<file path="src/rtl/payload_sym_ctrl.sv">
// Payload symbol sequencer: slices the padded coded payload bit stream into OFDM
// symbols, tags symbol boundaries and index, and flags length/stall errors.
// The output bit is named do_bit because "do" is a reserved word.
module payload_sym_ctrl #(
  parameter int unsigned BitsPerSym = 1920,
  parameter int unsigned MaxSym     = 15,
  parameter int unsigned Timeout    = 4096,
  parameter int unsigned GapMax     = 64
) (
  input  logic       clk,
  input  logic       rst,
  input  logic       start,
  input  logic       di,
  input  logic       di_vld,
  input  logic [3:0] di_sym_num,
  output logic       do_bit,
  output logic       do_vld,
  output logic       do_sym_start,
  output logic       do_sym_end,
  output logic [3:0] do_sym_idx,
  output logic       busy,
  output logic       done,
  output logic       err,
  output logic [1:0] err_code
);

  localparam int unsigned TmoW = $clog2(Timeout);
  localparam int unsigned GapW = $clog2(GapMax + 1);
  localparam logic [10:0]     LastBit = 11'(BitsPerSym - 1);
  localparam logic [3:0]      MaxSymL = 4'(MaxSym);
  localparam logic [TmoW-1:0] TmoLast = TmoW'(Timeout - 1);
  localparam logic [GapW-1:0] GapLast = GapW'(GapMax);

  typedef enum logic [2:0] {StIdle, StArm, StRun, StDone, StErr} state_e;

  state_e          state_q, state_d;
  logic [10:0]     bit_cnt_q, bit_cnt_d;
  logic [3:0]      sym_cnt_q, sym_cnt_d;
  logic [3:0]      num_sym_q, num_sym_d;
  logic [GapW-1:0] gap_cnt_q, gap_cnt_d;
  logic [TmoW-1:0] tmo_cnt_q, tmo_cnt_d;
  logic [1:0]      win_q, win_d;  // post-done overrun watch window
  logic            do_q, do_d, do_vld_q, do_vld_d;
  logic            sym_start_q, sym_start_d, sym_end_q, sym_end_d;
  logic [3:0]      idx_q, idx_d;
  logic            busy_q, busy_d, done_q, done_d, err_q, err_d;
  logic [1:0]      code_q, code_d;
  logic            fwd;
  logic [3:0]      num_eff;

  // Symbol count in effect: the live input on the arming bit, the latched value after.
  assign num_eff = (state_q == StArm) ? di_sym_num : num_sym_q;

  // Next-state, counters and registered outputs
  always_comb begin
    state_d     = state_q;
    bit_cnt_d   = bit_cnt_q;
    sym_cnt_d   = sym_cnt_q;
    num_sym_d   = num_sym_q;
    gap_cnt_d   = gap_cnt_q;
    tmo_cnt_d   = tmo_cnt_q;
    win_d       = win_q;
    do_d        = 1'b0;
    do_vld_d    = 1'b0;
    sym_start_d = 1'b0;
    sym_end_d   = 1'b0;
    idx_d       = idx_q;
    busy_d      = busy_q;
    done_d      = 1'b0;
    err_d       = err_q;
    code_d      = code_q;
    fwd         = 1'b0;

    unique case (state_q)
      StIdle, StErr: begin
        if (win_q != 2'd0) win_d = win_q - 2'd1;
        if (start) begin
          state_d   = StArm;
          busy_d    = 1'b1;
          err_d     = 1'b0;
          code_d    = 2'd0;
          bit_cnt_d = '0;
          sym_cnt_d = '0;
          gap_cnt_d = '0;
          tmo_cnt_d = '0;
          idx_d     = '0;
          win_d     = '0;
        end else if (state_q == StIdle && di_vld && win_q != 2'd0) begin
          err_d  = 1'b1;
          code_d = 2'd3;
        end
      end
      StArm: begin
        if (di_vld) begin
          num_sym_d = di_sym_num;
          if (di_sym_num == 4'd0 || di_sym_num > MaxSymL) begin
            state_d = StErr;
            busy_d  = 1'b0;
            err_d   = 1'b1;
            code_d  = 2'd1;
          end else begin
            state_d = StRun;
            fwd     = 1'b1;
          end
        end else if (tmo_cnt_q == TmoLast) begin
          state_d = StErr;
          busy_d  = 1'b0;
          err_d   = 1'b1;
          code_d  = 2'd2;
        end else begin
          tmo_cnt_d = tmo_cnt_q + 1'b1;
        end
      end
      StRun: begin
        if (di_vld) begin
          gap_cnt_d = '0;
          fwd       = 1'b1;
        end else if (gap_cnt_q == GapLast) begin
          state_d = StErr;
          busy_d  = 1'b0;
          err_d   = 1'b1;
          code_d  = 2'd2;
        end else begin
          gap_cnt_d = gap_cnt_q + 1'b1;
        end
      end
      StDone: begin
        state_d = StIdle;
        busy_d  = 1'b0;
        done_d  = 1'b1;
        win_d   = 2'd2;
        if (di_vld) begin
          err_d  = 1'b1;
          code_d = 2'd3;
        end
      end
      default: state_d = StIdle;
    endcase

    if (fwd) begin
      do_d        = di;
      do_vld_d    = 1'b1;
      sym_start_d = (bit_cnt_q == 11'd0);
      sym_end_d   = (bit_cnt_q == LastBit);
      idx_d       = sym_cnt_q;
      if (bit_cnt_q == LastBit) begin
        bit_cnt_d = '0;
        sym_cnt_d = sym_cnt_q + 4'd1;
        if (sym_cnt_q == num_eff - 4'd1) state_d = StDone;
      end else begin
        bit_cnt_d = bit_cnt_q + 11'd1;
      end
    end
  end

  // State and output registers with synchronous reset
  always_ff @(posedge clk) begin
    if (rst) begin
      state_q     <= StIdle;
      bit_cnt_q   <= '0;
      sym_cnt_q   <= '0;
      num_sym_q   <= '0;
      gap_cnt_q   <= '0;
      tmo_cnt_q   <= '0;
      win_q       <= '0;
      do_q        <= 1'b0;
      do_vld_q    <= 1'b0;
      sym_start_q <= 1'b0;
      sym_end_q   <= 1'b0;
      idx_q       <= '0;
      busy_q      <= 1'b0;
      done_q      <= 1'b0;
      err_q       <= 1'b0;
      code_q      <= 2'd0;
    end else begin
      state_q     <= state_d;
      bit_cnt_q   <= bit_cnt_d;
      sym_cnt_q   <= sym_cnt_d;
      num_sym_q   <= num_sym_d;
      gap_cnt_q   <= gap_cnt_d;
      tmo_cnt_q   <= tmo_cnt_d;
      win_q       <= win_d;
      do_q        <= do_d;
      do_vld_q    <= do_vld_d;
      sym_start_q <= sym_start_d;
      sym_end_q   <= sym_end_d;
      idx_q       <= idx_d;
      busy_q      <= busy_d;
      done_q      <= done_d;
      err_q       <= err_d;
      code_q      <= code_d;
    end
  end

  assign do_bit       = do_q;
  assign do_vld       = do_vld_q;
  assign do_sym_start = sym_start_q;
  assign do_sym_end   = sym_end_q;
  assign do_sym_idx   = idx_q;
  assign busy         = busy_q;
  assign done         = done_q;
  assign err          = err_q;
  assign err_code     = code_q;

endmodule

</file>
<file path="config.mk">
export PLATFORM = sky130hd
export DESIGN_NAME = payload_sym_ctrl
export DESIGN_NICKNAME = d
export VERILOG_FILES = /design/src/rtl/payload_sym_ctrl.sv
export SDC_FILE = /design/constraint.sdc
export NUM_CORES = 1
export LEC_CHECK = 0
export ABC_AREA = 1
export BUFFER_PORTS_ARGS = -buffer_cell sky130_fd_sc_hd__buf_2
export CAP_MARGIN = 20
export CORE_MARGIN = 2
export CORE_UTILIZATION = 28
export CTS_CLUSTER_SIZE = 8
export DETAILED_ROUTE_END_ITERATION = 16
export GPL_TIMING_DRIVEN = 0
export PLACE_DENSITY = 0.42
export SLEW_MARGIN = 20
export SYNTH_ARGS = -nofsm -noshare
export SYNTH_HDL_FRONTEND = slang
export SYNTH_SLANG_ARGS = --single-unit
</file>
<file path="constraint.sdc">
create_clock -name clk -period 1.86 [get_ports clk]
set_input_delay 0.186 -clock clk [delete_from_list [all_inputs] [get_ports clk]]
set_output_delay 0.186 -clock clk [all_outputs]
set_load 0.1 [all_outputs]
</file>
==> flow_summary.ini <==
[clock_network]
cts_tree = built
h-tree-depth = 2
cts_buffer_depth = 2
clock-root-buffer = clkbuf_8
clk_pin_slew_ns = 0.10
clkLatencyLatePin_ns = 0.31
cts_hold_buffers = 0
clock-sinks = 56
cts_buffers = 5

[finish]
drive_gt1_frac = 0.1653
final_area_mm2 = 0.003586
layout.nets = 506
diodes = 0
area.growth.synth_to_final_pct = 15.47
fillers = 1210

[setup_path]
required_ns = 2.11
timing.rr.end = state_q[0]$_SDFF_PP0_
cpPeakStageDelay_ns = 0.37
path_depth = 14
ff2ff_setup_slack_ns = 0.14
crit_chain = inv_4 -> nand3_2 -> buf_6 -> nand2_1 -> o21ai_2 -> ha_2 -> xor2_2 -> inv_1 -> nand2_1 -> nand2_1 -> nand2_1 -> nor2_1 -> nand3_1 -> nand2_1
cp-start-kind = flop
cp-end-kind = flop
crit_start = state_q[2]$_SDFF_PP0_
crit-reg2reg-launch = state_q[2]$_SDFF_PP0_
worst-setup-path-type = flop to flop
path_delay_family = simple AND/OR/NAND/NOR gates
critPathBufInv = 3
critPathCapture = state_q[0]$_SDFF_PP0_
rr_worst_depth = 14
critPathMostFrequentCell = nand2_1
arrival_ns = 1.97
path_max_fanout = 8
cpMaxStageDelayCell = dfxtp_4

[synth]
synthTopCellsByCount = nand2_1 (104), nor2_1 (64), dfxtp_1 (56)
netlist_instances = 458
yosys-top-cells-area = dfxtp_1 (36%), nand2_1 (13%), nor2_1 (7.7%)
synth_edf_count = 0
synth_top_cell_by_area = dfxtp_1
synth_most_common_cell = nand2_1
syn_avg_cell_area_um2 = 6.781
synthFlopType = dfxtp_1
synth-seq-area-share = 0.3610
ys_ff_latch = 56
syn-cell-area_mm2 = 0.003105
async_reset_ff_frac = 0
yosysWarnings = 0
synth_top_cell_area_share = 0.3610
syn-num-nets = 475
synth.area.mux_share = 0
synth_compound_area_frac = 0.1164
synth_top_family_by_area = simple AND/OR/NAND/NOR gates
synthSimpleGateAreaFrac = 0.3852
yosys.cell_types.count = 32
synth_fa_ha_area_frac = 0.03223
synth-xor-area-share = 0.01974

[grt]
overflow = 0
antenna_found_initial = 0
grt_pass1_vias = 2766
grt_max_degree = 17
grt.total_usage = 0.1402
grt_first_pass_wirelength_um = 13310

[timing]
period_share = 0.9231
period_needed_ns = 1.717
timing.fmax_mhz = 582.4
worst_pin_slew_ns = 0.6311
setup_viol = 0
final_hold_viol_count = 0
fin_skew_ns = 0.008744
drv_slew = 0
tns_ns = 0
setup_slack_ns = 0.1430
rsz0062_at_grt = false
maxSlewHeadroom = 0.5793

[detailed_routing]
first_iter_violations = 125
vias_per_cell = 4.598
route.vias.total = 2897
drc = 0
wl_per_cell_um = 12.33
first_pass_iters = 4
wl_um = 7769
ant_nets = 0

[power_and_ir_drop]
power.leakage_uw = 0.001455
pwr_density_cell_mw_per_mm2 = 831.3
ir_drop_mv = 0.4068

[place]
place_congestion = 0.7823
hpwl_um = 5901
portBuffers = 21
dp_slack_ns = -0.04881
place_area_mm2 = 0.003386

[outcome]
status = finished, final reports clean

[floorplanning]
start_util = 0.2865
fp.coreArea_mm2 = 0.01084
rows = 38
pin_count = 22
die_h_um = 109.3
die_x_um = 109.3
die-area_mm2 = 0.01195

[run]
maxCapViolations = 0

[worst_hold_path]
hp-class = primary input to flop
hold_start = di
final cells by class:
cell class              instances  area, um2  area share
plain buffers                   5      33.78    0.009421
repair buffers                 24      127.6     0.03559
clock buffers                   6      72.57     0.02024
flip-flops and latches         56       1132      0.3158
inverters                      63      246.5     0.06874
multi-input cells             334       1763      0.4916
well taps                     140      175.2     0.04885
clock inverters                 2      35.03    0.009770
flip-flops by register name, indices dropped and copies added (netlist names), 2 cells and up:
| register | cells |
|---|---|
| gap_cnt_q | 7 |
| sym_cnt_q | 4 |
| do_sym_idx | 4 |
| err_code | 2 |
| num_sym_q | 4 |
| state_q | 3 |
| win_q | 2 |
| bit_cnt_q | 11 |
| tmo_cnt_q | 12 |
metrics by stage:
step | hold WS, ns | power [uW] | utilization | instances
after floorplan | 0.2590 | 1975 | - | 458
after global placement | 0.3978 | 2165 | 0.3123 | 619
after detailed placement | 0.4099 | 2166 | 0.3123 | 619
after CTS | 0.07063 | 2997 | 0.3235 | 627
after global routing | 0.09593 | 3181 | 0.3308 | 630
final | 0.08647 | 2981 | 0.3308 | 630
per-layer routing:
layer  share of wire  global-route usage
met4           0.012             0.03797
met1            0.51              0.1959
met5               0                   0
met2            0.45              0.2245
met3           0.021             0.02253
timing repair:
| item | 4_1_cts | 5_1_grt |
|---|---|---|
| pin swaps | 0 | 1 |
| setup buffers | 0 | 3 |
| endpoints found under the setup margin | 10 | 17 |
| resized for setup | 7 | 16 |
| gates cloned | 0 | 0 |
how the worst min path moves through the flow:
stage	endpoint	slack (ns)	cells after the start
final	do_bit$_SDFF_PP0_	0.09	3
after global routing	do_bit$_SDFF_PP0_	0.1	3
after CTS	do_bit$_SDFF_PP0_	0.07	3
after detailed placement	do_bit$_SDFF_PP0_	0.41	3
after global placement	do_bit$_SDFF_PP0_	0.40	3
after floorplan	do_sym_end$_SDFF_PP0_	0.26	1
power by group:
| part | internal [uW] | leakage, uW | switching [uW] |
|---|---|---|---|
| sequential | 1260 | 0.000456 | 43.1 |
| combinational | 237 | 0.000943 | 636 |
| clock | 401 | 0.0000552 | 407 |
cell families after synthesis:
family / Yosys count
buffers and inverters: 68
flip-flops: 56
AND/OR/NAND/NOR: 254
XOR/XNOR: 7
adder cells (fa/ha/maj): 8
AO/OA/AOI/OAI: 65
worst register-to-register path, delay by kind of cell (launching register included):
kind | cells | cell delay [ns]
AOI/OAI and AO/OA | 1 | 0.07
xor gates and xnor gates | 1 | 0.18
adders and majority gates | 1 | 0.20
buffers and inverters | 3 | 0.29
DFF | 1 | 0.37
and+or+nand+nor | 8 | 0.54
layout by cell type, fill, tap and decap left out, types with 7 or more instances in the layout:
master   instances
dfxtp_1         51
nand2_2          7
inv_1           54
buf_2           21
nand2_1        102
o21ai_0         14
nand3_1         40
a21oi_1         39
nor2_1          63
nand4_1         11
(Power assumes the default switching activity.)
